[src/rtl/clk_26_monitor_if.sv]
// clk_26_monitor_if
//   Bundles the monitored clock, the enable and every status output of
//   clk_26_monitor.
//   master : the side that drives clk_in/en and consumes status (system/bench)
//   slave  : the monitor itself
//   Signals: clk_in, en (to monitor); rise_strobe, fall_strobe, half_period,
//            locked, lock_lost, clk_missing, err_count (from monitor).
interface clk_26_monitor_if #(
  parameter int unsigned CNT_W = 8
) ();
  logic             clk_in;
  logic             en;
  logic             rise_strobe;
  logic             fall_strobe;
  logic [CNT_W-1:0] half_period;
  logic             locked;
  logic             lock_lost;
  logic             clk_missing;
  logic [15:0]      err_count;

  modport master (
    output clk_in, en,
    input  rise_strobe, fall_strobe, half_period, locked, lock_lost,
           clk_missing, err_count
  );

  modport slave (
    input  clk_in, en,
    output rise_strobe, fall_strobe, half_period, locked, lock_lost,
           clk_missing, err_count
  );
endinterface

[src/rtl/clk_26_monitor.sv]
// clk_26_monitor
//   Receive-side checker for the divided pixel clock (nominally ref_clock/10).
//   Synchronises clk_in, emits registered rise/fall strobes, measures every
//   half-period in ref_clock cycles, tracks frequency lock and flags a
//   stopped clock.
//   Ports:
//     ref_clock : reference clock
//     reset     : asynchronous, active-high
//     mon       : slave side of clk_26_monitor_if (clk_in, en in; strobes,
//                 half_period, locked, lock_lost, clk_missing, err_count out)
module clk_26_monitor #(
  parameter int unsigned DIV_HALF   = 5,
  parameter int unsigned TOL        = 1,
  parameter int unsigned LOCK_COUNT = 8,
  parameter int unsigned TIMEOUT    = 20,
  parameter int unsigned CNT_W      = 8
) (
  input  logic            ref_clock,
  input  logic            reset,
  clk_26_monitor_if.slave mon
);

  typedef enum logic [1:0] {
    UNLOCKED = 2'd0,
    ACQUIRE  = 2'd1,
    LOCKED   = 2'd2
  } state_t;

  localparam int unsigned GW = $clog2(LOCK_COUNT + 1);

  localparam logic [CNT_W-1:0] CNT_MAX = '1;
  // Lower bound clamps at zero so a large TOL cannot wrap around.
  localparam logic [CNT_W-1:0] LO_LIM  = (DIV_HALF > TOL) ? CNT_W'(DIV_HALF - TOL) : '0;
  localparam logic [CNT_W-1:0] HI_LIM  = CNT_W'(DIV_HALF + TOL);
  localparam logic [CNT_W-1:0] TO_VAL  = CNT_W'(TIMEOUT);
  localparam logic [GW-1:0]    LOCK_M1 = GW'(LOCK_COUNT - 1);

  // ---------------------------------------------------------------------
  // Input path: two-flop synchroniser followed by a history flop
  // ---------------------------------------------------------------------
  logic sync1_q, sync2_q, hist_q;
  logic edge_det;

  always_ff @(posedge ref_clock or posedge reset) begin
    if (reset) begin
      sync1_q <= 1'b0;
      sync2_q <= 1'b0;
      hist_q  <= 1'b0;
    end else begin
      sync1_q <= mon.clk_in;
      sync2_q <= sync1_q;
      hist_q  <= sync2_q;
    end
  end

  assign edge_det = sync2_q ^ hist_q;

  // ---------------------------------------------------------------------
  // Half-period counter and measurement
  // ---------------------------------------------------------------------
  logic [CNT_W-1:0] cnt_q, cnt_d, cnt_inc;
  logic [CNT_W-1:0] hp_q;
  logic             rise_q, fall_q;
  logic             good, timeout;

  assign cnt_inc = (cnt_q == CNT_MAX) ? cnt_q : cnt_q + 1'b1;
  assign cnt_d   = edge_det ? CNT_W'(1) : cnt_inc;
  // cnt_q is the measurement on an edge cycle (value before reload).
  assign good    = (cnt_q >= LO_LIM) && (cnt_q <= HI_LIM);
  // Fires once, on the cycle cnt steps onto TIMEOUT; an edge in the same
  // cycle wins. The != term keeps a saturated counter from re-firing.
  assign timeout = !edge_det && (cnt_inc == TO_VAL) && (cnt_q != TO_VAL);

  always_ff @(posedge ref_clock or posedge reset) begin
    if (reset) begin
      cnt_q  <= '0;
      hp_q   <= '0;
      rise_q <= 1'b0;
      fall_q <= 1'b0;
    end else begin
      cnt_q  <= cnt_d;
      rise_q <= edge_det &&  sync2_q;
      fall_q <= edge_det && !sync2_q;
      if (edge_det) hp_q <= cnt_q;
    end
  end

  // ---------------------------------------------------------------------
  // Lock FSM with registered status outputs
  // ---------------------------------------------------------------------
  state_t        state_q;
  logic [GW-1:0] gcnt_q;
  logic          locked_q, lost_q, miss_q;
  logic [15:0]   err_q, err_inc;

  assign err_inc = (err_q == 16'hFFFF) ? err_q : err_q + 16'd1;

  always_ff @(posedge ref_clock or posedge reset) begin
    if (reset) begin
      state_q  <= UNLOCKED;
      gcnt_q   <= '0;
      locked_q <= 1'b0;
      lost_q   <= 1'b0;
      miss_q   <= 1'b0;
      err_q    <= '0;
    end else begin
      lost_q <= 1'b0;

      // Missing-clock flag follows the counter regardless of en.
      if (edge_det)     miss_q <= 1'b0;
      else if (timeout) miss_q <= 1'b1;

      if (!mon.en) begin
        // Held in UNLOCKED, so re-enabling starts from a fresh first edge.
        state_q  <= UNLOCKED;
        gcnt_q   <= '0;
        locked_q <= 1'b0;
      end else if (edge_det) begin
        unique case (state_q)
          UNLOCKED: begin
            // First edge has an unknown reference point; discard it.
            state_q <= ACQUIRE;
            gcnt_q  <= '0;
          end
          ACQUIRE: begin
            if (good) begin
              gcnt_q <= gcnt_q + 1'b1;
              if (gcnt_q == LOCK_M1) begin
                state_q  <= LOCKED;
                locked_q <= 1'b1;
              end
            end else begin
              gcnt_q <= '0;
            end
          end
          LOCKED: begin
            if (!good) begin
              state_q  <= UNLOCKED;
              gcnt_q   <= '0;
              locked_q <= 1'b0;
              lost_q   <= 1'b1;
              err_q    <= err_inc;
            end
          end
          default: begin
            state_q  <= UNLOCKED;
            gcnt_q   <= '0;
            locked_q <= 1'b0;
          end
        endcase
      end else if (timeout) begin
        state_q  <= UNLOCKED;
        gcnt_q   <= '0;
        locked_q <= 1'b0;
        if (state_q == LOCKED) begin
          lost_q <= 1'b1;
          err_q  <= err_inc;
        end
      end
    end
  end

  assign mon.rise_strobe = rise_q;
  assign mon.fall_strobe = fall_q;
  assign mon.half_period = hp_q;
  assign mon.locked      = locked_q;
  assign mon.lock_lost   = lost_q;
  assign mon.clk_missing = miss_q;
  assign mon.err_count   = err_q;

endmodule

[src/flat_wrapper.sv]
// flat-port wrapper written by rule: the top's interface ports become plain ports
module clk_26_monitor_flat 
#(
  parameter int unsigned DIV_HALF   = 5,
  parameter int unsigned TOL        = 1,
  parameter int unsigned LOCK_COUNT = 8,
  parameter int unsigned TIMEOUT    = 20,
  parameter int unsigned CNT_W      = 8
)
  (ref_clock, reset, mon_clk_in, mon_en, mon_rise_strobe, mon_fall_strobe, mon_half_period, mon_locked, mon_lock_lost, mon_clk_missing, mon_err_count);
  clk_26_monitor_if #(.CNT_W(CNT_W)) mon_i ();
  input  logic ref_clock;
  input  logic reset;
  input wire logic [$bits(mon_i.clk_in)-1:0] mon_clk_in;
  input wire logic [$bits(mon_i.en)-1:0] mon_en;
  output wire logic [$bits(mon_i.rise_strobe)-1:0] mon_rise_strobe;
  output wire logic [$bits(mon_i.fall_strobe)-1:0] mon_fall_strobe;
  output wire logic [$bits(mon_i.half_period)-1:0] mon_half_period;
  output wire logic [$bits(mon_i.locked)-1:0] mon_locked;
  output wire logic [$bits(mon_i.lock_lost)-1:0] mon_lock_lost;
  output wire logic [$bits(mon_i.clk_missing)-1:0] mon_clk_missing;
  output wire logic [$bits(mon_i.err_count)-1:0] mon_err_count;
  assign mon_i.clk_in = mon_clk_in;
  assign mon_i.en = mon_en;
  assign mon_rise_strobe = mon_i.rise_strobe;
  assign mon_fall_strobe = mon_i.fall_strobe;
  assign mon_half_period = mon_i.half_period;
  assign mon_locked = mon_i.locked;
  assign mon_lock_lost = mon_i.lock_lost;
  assign mon_clk_missing = mon_i.clk_missing;
  assign mon_err_count = mon_i.err_count;
  clk_26_monitor #(.DIV_HALF(DIV_HALF), .TOL(TOL), .LOCK_COUNT(LOCK_COUNT), .TIMEOUT(TIMEOUT), .CNT_W(CNT_W)) u_core (.ref_clock(ref_clock), .reset(reset), .mon(mon_i));
endmodule
[config.mk]
export PLATFORM = sky130hd
export DESIGN_NAME = clk_26_monitor_flat
export DESIGN_NICKNAME = d
export VERILOG_FILES = /design/src/rtl/clk_26_monitor_if.sv /design/src/rtl/clk_26_monitor.sv /design/src/flat_wrapper.sv
export SDC_FILE = /design/constraint.sdc
export NUM_CORES = 1
export LEC_CHECK = 0
export ABC_AREA = 1
export CAP_MARGIN = 20
export CORE_ASPECT_RATIO = 0.5
export CORE_MARGIN = 2
export CORE_UTILIZATION = 60
export CTS_BUF_LIST = sky130_fd_sc_hd__clkbuf_2
export DETAILED_ROUTE_END_ITERATION = 8
export PLACE_DENSITY = 0.86
export RECOVER_POWER = 100
export SYNTH_ARGS = -nofsm -noshare
export SYNTH_HDL_FRONTEND = slang
export SYNTH_SLANG_ARGS = --single-unit
[constraint.sdc]
create_clock -name ref_clock -period 2.9 [get_ports ref_clock]
set_input_delay 0.725 -clock ref_clock [delete_from_list [all_inputs] [get_ports ref_clock]]
set_output_delay 0.725 -clock ref_clock [all_outputs]
set_load 0.05 [all_outputs]
==> results of run 1 <==
==> cell families after synthesis <==
family | Yosys count
AOI/OAI and AO/OA | 35
xor gates and xnor gates | 19
adders and majority gates | 7
buffers and inverters | 47
DFF | 46
and+or+nand+nor | 136
==> layer usage <==
| layer | vias to the layer above | global-route usage [%] | wire length, µm |
|---|---|---|---|
| met5 | - | 0 | 0 |
| met4 | 0 | 8.45 | 56 |
| met3 | 7 | 5.35 | 239 |
| met2 | 58 | 38.3 | 2250 |
| met1 | 938 | 29.9 | 2230 |
| li1 | 1006 | - | - |
==> stage by stage <==
stage                     instances  area [µm²]  hold slack (ps)  power, mW
after floorplan                 290        2490              331       1.15
after global placement          371        2860              339       1.28
after detailed placement        371        2860              344       1.30
after CTS                       377        2890              388       1.53
after global routing            377        2810              398       1.56
final                           377        2810              383       1.47
==> where the power goes <==
| part | internal, mW | switching [mW] | leakage (nW) |
|---|---|---|---|
| clock network | 0.0479 | 0.187 | 0.0223 |
| logic | 0.142 | 0.316 | 0.670 |
| registers | 0.701 | 0.0722 | 0.617 |
==> area by class of cell <==
class                      count  area [µm²]
clock buffer                   5        25.0
inverter                      40         150
tap                           54        67.6
timing repair buffer          34         332
fill                         325        1140
sequential                    46        1150
multi-input combinational    197        1080
clock inverter                 1        3.75
==> cell usage after synthesis, drive strengths merged <==
cell / n
a211oi: 2
xnor2: 9
clkbuf: 4
a21oi: 3
dfrtp: 46
nand3: 25
ha: 7
nand2: 68
nor3: 9
inv: 40
nor2: 21
o31ai: 1
buf: 3
o21ai: 27
nor4: 4
nand4: 8
xor2: 10
a31oi: 2
or3: 1
==> path summary, 6_finish.rpt <==
check                                    startpoint                       to  slack (ps)  cells past startpoint
setup / recovery           u_core.mon.err_count[10]        mon_err_count[10]         350                      1
hold / removal                       u_core.sync1_q           u_core.sync2_q         380                      0
setup reg to reg                    u_core.cnt_q[1]  u_core.mon.err_count[4]         590                     11
hold reg to reg                      u_core.sync1_q           u_core.sync2_q         380                      0
max in group asynchronous                     reset        u_core.state_q[0]         540                      3
min in group asynchronous                     reset   u_core.mon.fall_strobe         770                      2
==> cell usage in the layout (no fill, tap or decap), types with 9 or more instances in the layout <==
cell and n:
dfrtp_1 46, dlygate4sd3_1 31, inv_1 39, nand2_1 65, nand3_1 22, nor2_1 19
o21ai_0 25, xnor2_1 9, xor2_1 10
==> registers in the layout, indices dropped and copies added (netlist names) <==
register	count
u_core.mon.err_count	16
u_core.cnt_q	8
u_core.mon.half_period	8
u_core.gcnt_q	4
u_core.state_q	2
u_core.hist_q	1
u_core.mon.clk_missing	1
u_core.mon.fall_strobe	1
u_core.mon.lock_lost	1
u_core.mon.locked	1
u_core.mon.rise_strobe	1
u_core.sync1_q	1
u_core.sync2_q	1
==> out/results.ini, run 1 <==
[drt]
ant_nets=0
post_drt_wl_per_cell_um=12.7
first_iter_violations=154
vias_per_cell=5.33
vias=2009
routed_wl_um=4770
drc_errors=0
first_pass_iters=4

[sta]
finalSetupViolCount=0
setup_ws_ps=347
drv_slew=0
layout_min_cycle_time_ps=2550
clock.fmax_mhz=392
tightestPinTransition_ps=1310
period_share_pct=88.0
relSlewSlack_pct=12.7
fin_skew_ps=20.2
grt_setup_unrepaired=no
finalHoldViolations=0
fin_setup_tns_ps=0

[setup_path]
path_cells=dlygate4sd3_1
cp_num_buf_inv=1
crit_fanout=7
end_kind=primary output
startpoint_type=register
cp_slowest_cell=dlygate4sd3_1
cp.required_ps=2170
crit_type=reg2out
crit_arrival_ps=1830
cpPeakStageDelay_ps=910
crit_family=buffers and inverters

[floorplanning]
ios=33
start_util_pct=63.3
core_um2=3940
dieWidth_um=95.2
placementRows=16
die_area_um2=4720
fp.dieH_um=49.6

[cells_and_area]
num_antenna_cells=0
drive_gt1_share_pct=4.95
finalNetCount=335
fin_util_pct=71.1
syn2layout_area_growth_pct=12.4

[clocking]
clkTransAtPathRegs_ps=210
post_cts_resized=0
root_buffer=clkbuf_2
cts_buffer_depth=2
numCtsBuffers=5
holdBufCountCts=0
cts_tree=built
clock-sinks=46
htreeDepth=2
clock_latency_ps=400
post_cts.repair.setup_buffers=0

[grt]
grt_max_degree=32
antenna_found_initial=0
grt_first_pass_wirelength_um=8510
grt_pass1_vias=1976
overflow=0
track_usage_pct=23.1

[logic_synthesis]
ys_seq_area_share_pct=46.1
synth_fa_ha_area_share_pct=3.51
syn_inst=290
syn_area_um2=2490
synth-xor-area-share_pct=6.97
synth.top_cells.by_area=dfrtp_1, nand2_1, inv_1
synth_compound_area_share_pct=9.53
synth_top_cell_by_area=dfrtp_1
synth_top_family_by_area=simple AND/OR/NAND/NOR gates
synthMuxAreaShare_pct=0
avgSynthCellArea_um2=8.60
ys_seq_elements=46
yosys_warnings=0
yosysUniqueCellTypes=28
synthSimpleGateAreaFrac_pct=25.9
synth_nets=301
synth_top_area_share_pct=46.1

[placed_design]
gp_congestion=0.950
io_buffers=32
dp_hpwl_um=3540
pre_cts_slack_ps=407

[power_and_ir_drop]
power.density_nw_per_um2=523
power.leakage_nw=1.31
ir_worst_vdd_uv=341

[status]
outcome=complete, no violations

[worst_hold_path]
hold_class=reg2reg

[job]
maxCapViolations=0

(Power assumes the default switching activity.)
==> run 2, diff against run 1 <==
--- a/constraint.sdc
+++ b/constraint.sdc
@@ -3,2 +3,2 @@
 set_output_delay 0.725 -clock ref_clock [all_outputs]
-set_load 0.05 [all_outputs]
+set_load 0.02 [all_outputs]
==> results of run 2 <==
Same layout as run 1 (identical final DEF). Status: complete, no violations.
Among the figures that moved: setup slack after layout 347 ps -> 538 ps; start point of the critical path u_core.mon.err_count[10] -> reset; end point of the critical path mon_err_count[10] -> u_core.state_q[0]; total power 1.47 mW -> 1.37 mW; worst IR drop on VDD 341 µV -> 285 µV
==> run 3, diff against run 2 <==
- CORE_UTILIZATION: 60 -> 57
- PLACE_DENSITY: 0.86 -> 0.82
- clock period: 2.9 -> 2.5 ns (I/O delays scaled with it)
==> run 3 against run 2 <==
Clock power rose by 28%. Register-to-register slack lost 380 ps. Clock skew about the same. First-iteration DRC count down 42%. Final area up 3.7%. Utilization grew 0.78 points. Power increased by 23%. Critical path depth rose by 7. Global-route usage fell by 0.97 points. Largest cell class is now multi-input combinational cells. Final cell count up 1.1%.
==> out/results.ini, run 3 (same netlist as run 1, synthesis figures left out) <==
[status]
outcome=complete, no violations

[sta]
layout_min_cycle_time_ps=2290
fin_setup_tns_ps=0
tightestPinTransition_ps=702
clock.fmax_mhz=436
fin_skew_ps=20.0
relSlewSlack_pct=53.2
finalSetupViolCount=0
setup_ws_ps=208
drv_slew=0
period_share_pct=91.7
finalHoldViolations=0
grt_setup_unrepaired=no

[setup_path]
crit_arrival_ps=2630
cp.required_ps=2840
startpoint_type=register
ff2ff_path_depth=10
crit_fanout=15
reg2reg_from=u_core.cnt_q[0]
end_kind=register
reg2reg_slack_ps=210
crit_type=reg2reg
reg2reg_to=u_core.mon.err_count[4]

[cells_and_area]
drive_gt1_share_pct=11.3
num-fill-cells=327
syn2layout_area_growth_pct=16.5
mostFrequentLayoutCells=nand2_1, dfrtp_1, inv_1
largest_register_ffs=16
fin_util_pct=71.9
finalNetCount=337
num_antenna_cells=0
final_common_cell=nand2_1

[clocking]
clock-sinks=46
clock_latency_ps=420
clkTransAtPathRegs_ps=220
cts_buffer_depth=2
root_buffer=clkbuf_2
post_cts.repair.setup_buffers=0
htreeDepth=2
cts_tree=built
numCtsBuffers=5

[power_and_ir_drop]
pwr-share-clk_pct=17.9
switching_share_pct=35.6
ir_worst_vdd_uv=350
power.net_switching_mw=0.597
power.leakage_nw=1.31
power.density_nw_per_um2=576
p_int_mw=1.08
p_comb_share_pct=28.2
pwr-share-seq_pct=53.9

[drt]
vias_per_cell=5.45
post_drt_wl_per_cell_um=13.3
first_pass_iters=4
drc_errors=0
routed_wl_um=5050
first_iter_violations=89
vias=2078
ant_nets=0

[placed_design]
pre_cts_slack_ps=197
gp_congestion=0.950
dp_hpwl_um=3620
io_buffers=32

[floorplanning]
placementRows=16
core_um2=4040
fp.dieH_um=50.8
die_area_um2=4950
dieWidth_um=97.6
ios=33
start_util_pct=61.7

[worst_hold_path]
hold_depth=0
hold_end=u_core.sync2_q
hp-start=u_core.sync1_q
hold_class=reg2reg

[grt]
track_usage_pct=22.2
grt_first_pass_wirelength_um=8820
grt_max_degree=32
overflow=0
grt_pass1_vias=2023
antenna_found_initial=0

[job]
maxCapViolations=0

run 3: how the worst max path moves through the flow:
stage	slack, ps	endpoint	start	cells past startpoint
floorplan	620	u_core.mon.err_count[0]	u_core.sync2_q	11
global placement	300	u_core.mon.err_count[5]	u_core.cnt_q[1]	12
detailed placement	200	u_core.mon.err_count[8]	u_core.cnt_q[1]	12
CTS	180	u_core.mon.err_count[14]	u_core.cnt_q[1]	12
global route	30	u_core.mon.locked	u_core.cnt_q[1]	14
finish	210	u_core.mon.err_count[4]	u_core.cnt_q[0]	10
run 3: worst max-delay path, stage by stage (launching register included):
cell	delay, ps
dfrtp_1	460
inv_1	150
ha_1	230
nor2_1	130
nor2_1	80
nand2_1	150
a21oi_1	110
nor3_2	370
nand3_4	330
nand2_1	160
o21ai_2	60
run 3: stage by stage:
step	cells	cell area (µm²)	power, mW	hold WS (ps)
6_report	381	2910	1.67	387
5_1_grt	381	2910	1.78	397
4_1_cts	380	2910	1.70	393
3_5_place_dp	372	2870	1.40	347
3_3_place_gp	372	2870	1.37	339
2_1_floorplan	290	2490	1.22	331
run 3: layout make-up:
| type | instances | area (µm²) | area share (%) |
|---|---|---|---|
| Sequential cell | 46 | 1150 | 39.6 |
| Inverter | 40 | 150 | 5.16 |
| Tap cell | 54 | 67.6 | 2.32 |
| Timing Repair Buffer | 35 | 340 | 11.7 |
| Multi-Input combinational cell | 198 | 1160 | 39.9 |
| Clock buffer | 6 | 30.0 | 1.03 |
| Clock inverter | 2 | 8.76 | 0.301 |
run 3: per-layer routing:
metal | vias up | GRT usage [%] | wire length (µm)
li1 | 1019 | - | -
met1 | 995 | 27.4 | 2260
met2 | 55 | 38.9 | 2460
met3 | 9 | 5.57 | 289
met4 | 0 | 7.41 | 46
met5 | - | 0 | 0
run 3: power by group through the flow:
stage	Clock, mW	Sequential, mW	Combinational [mW]
global placement	0	0.910	0.463
finish	0.300	0.902	0.472
floorplan	0	0.963	0.258
detailed placement	0	0.918	0.478
global route	0.343	0.918	0.522
CTS	0.314	0.903	0.481
run 3: timing repair:
action                                  CTS  global route
endpoints found under the setup margin    0            11
gates resized for setup                   0             1
hold buffers                              0             0
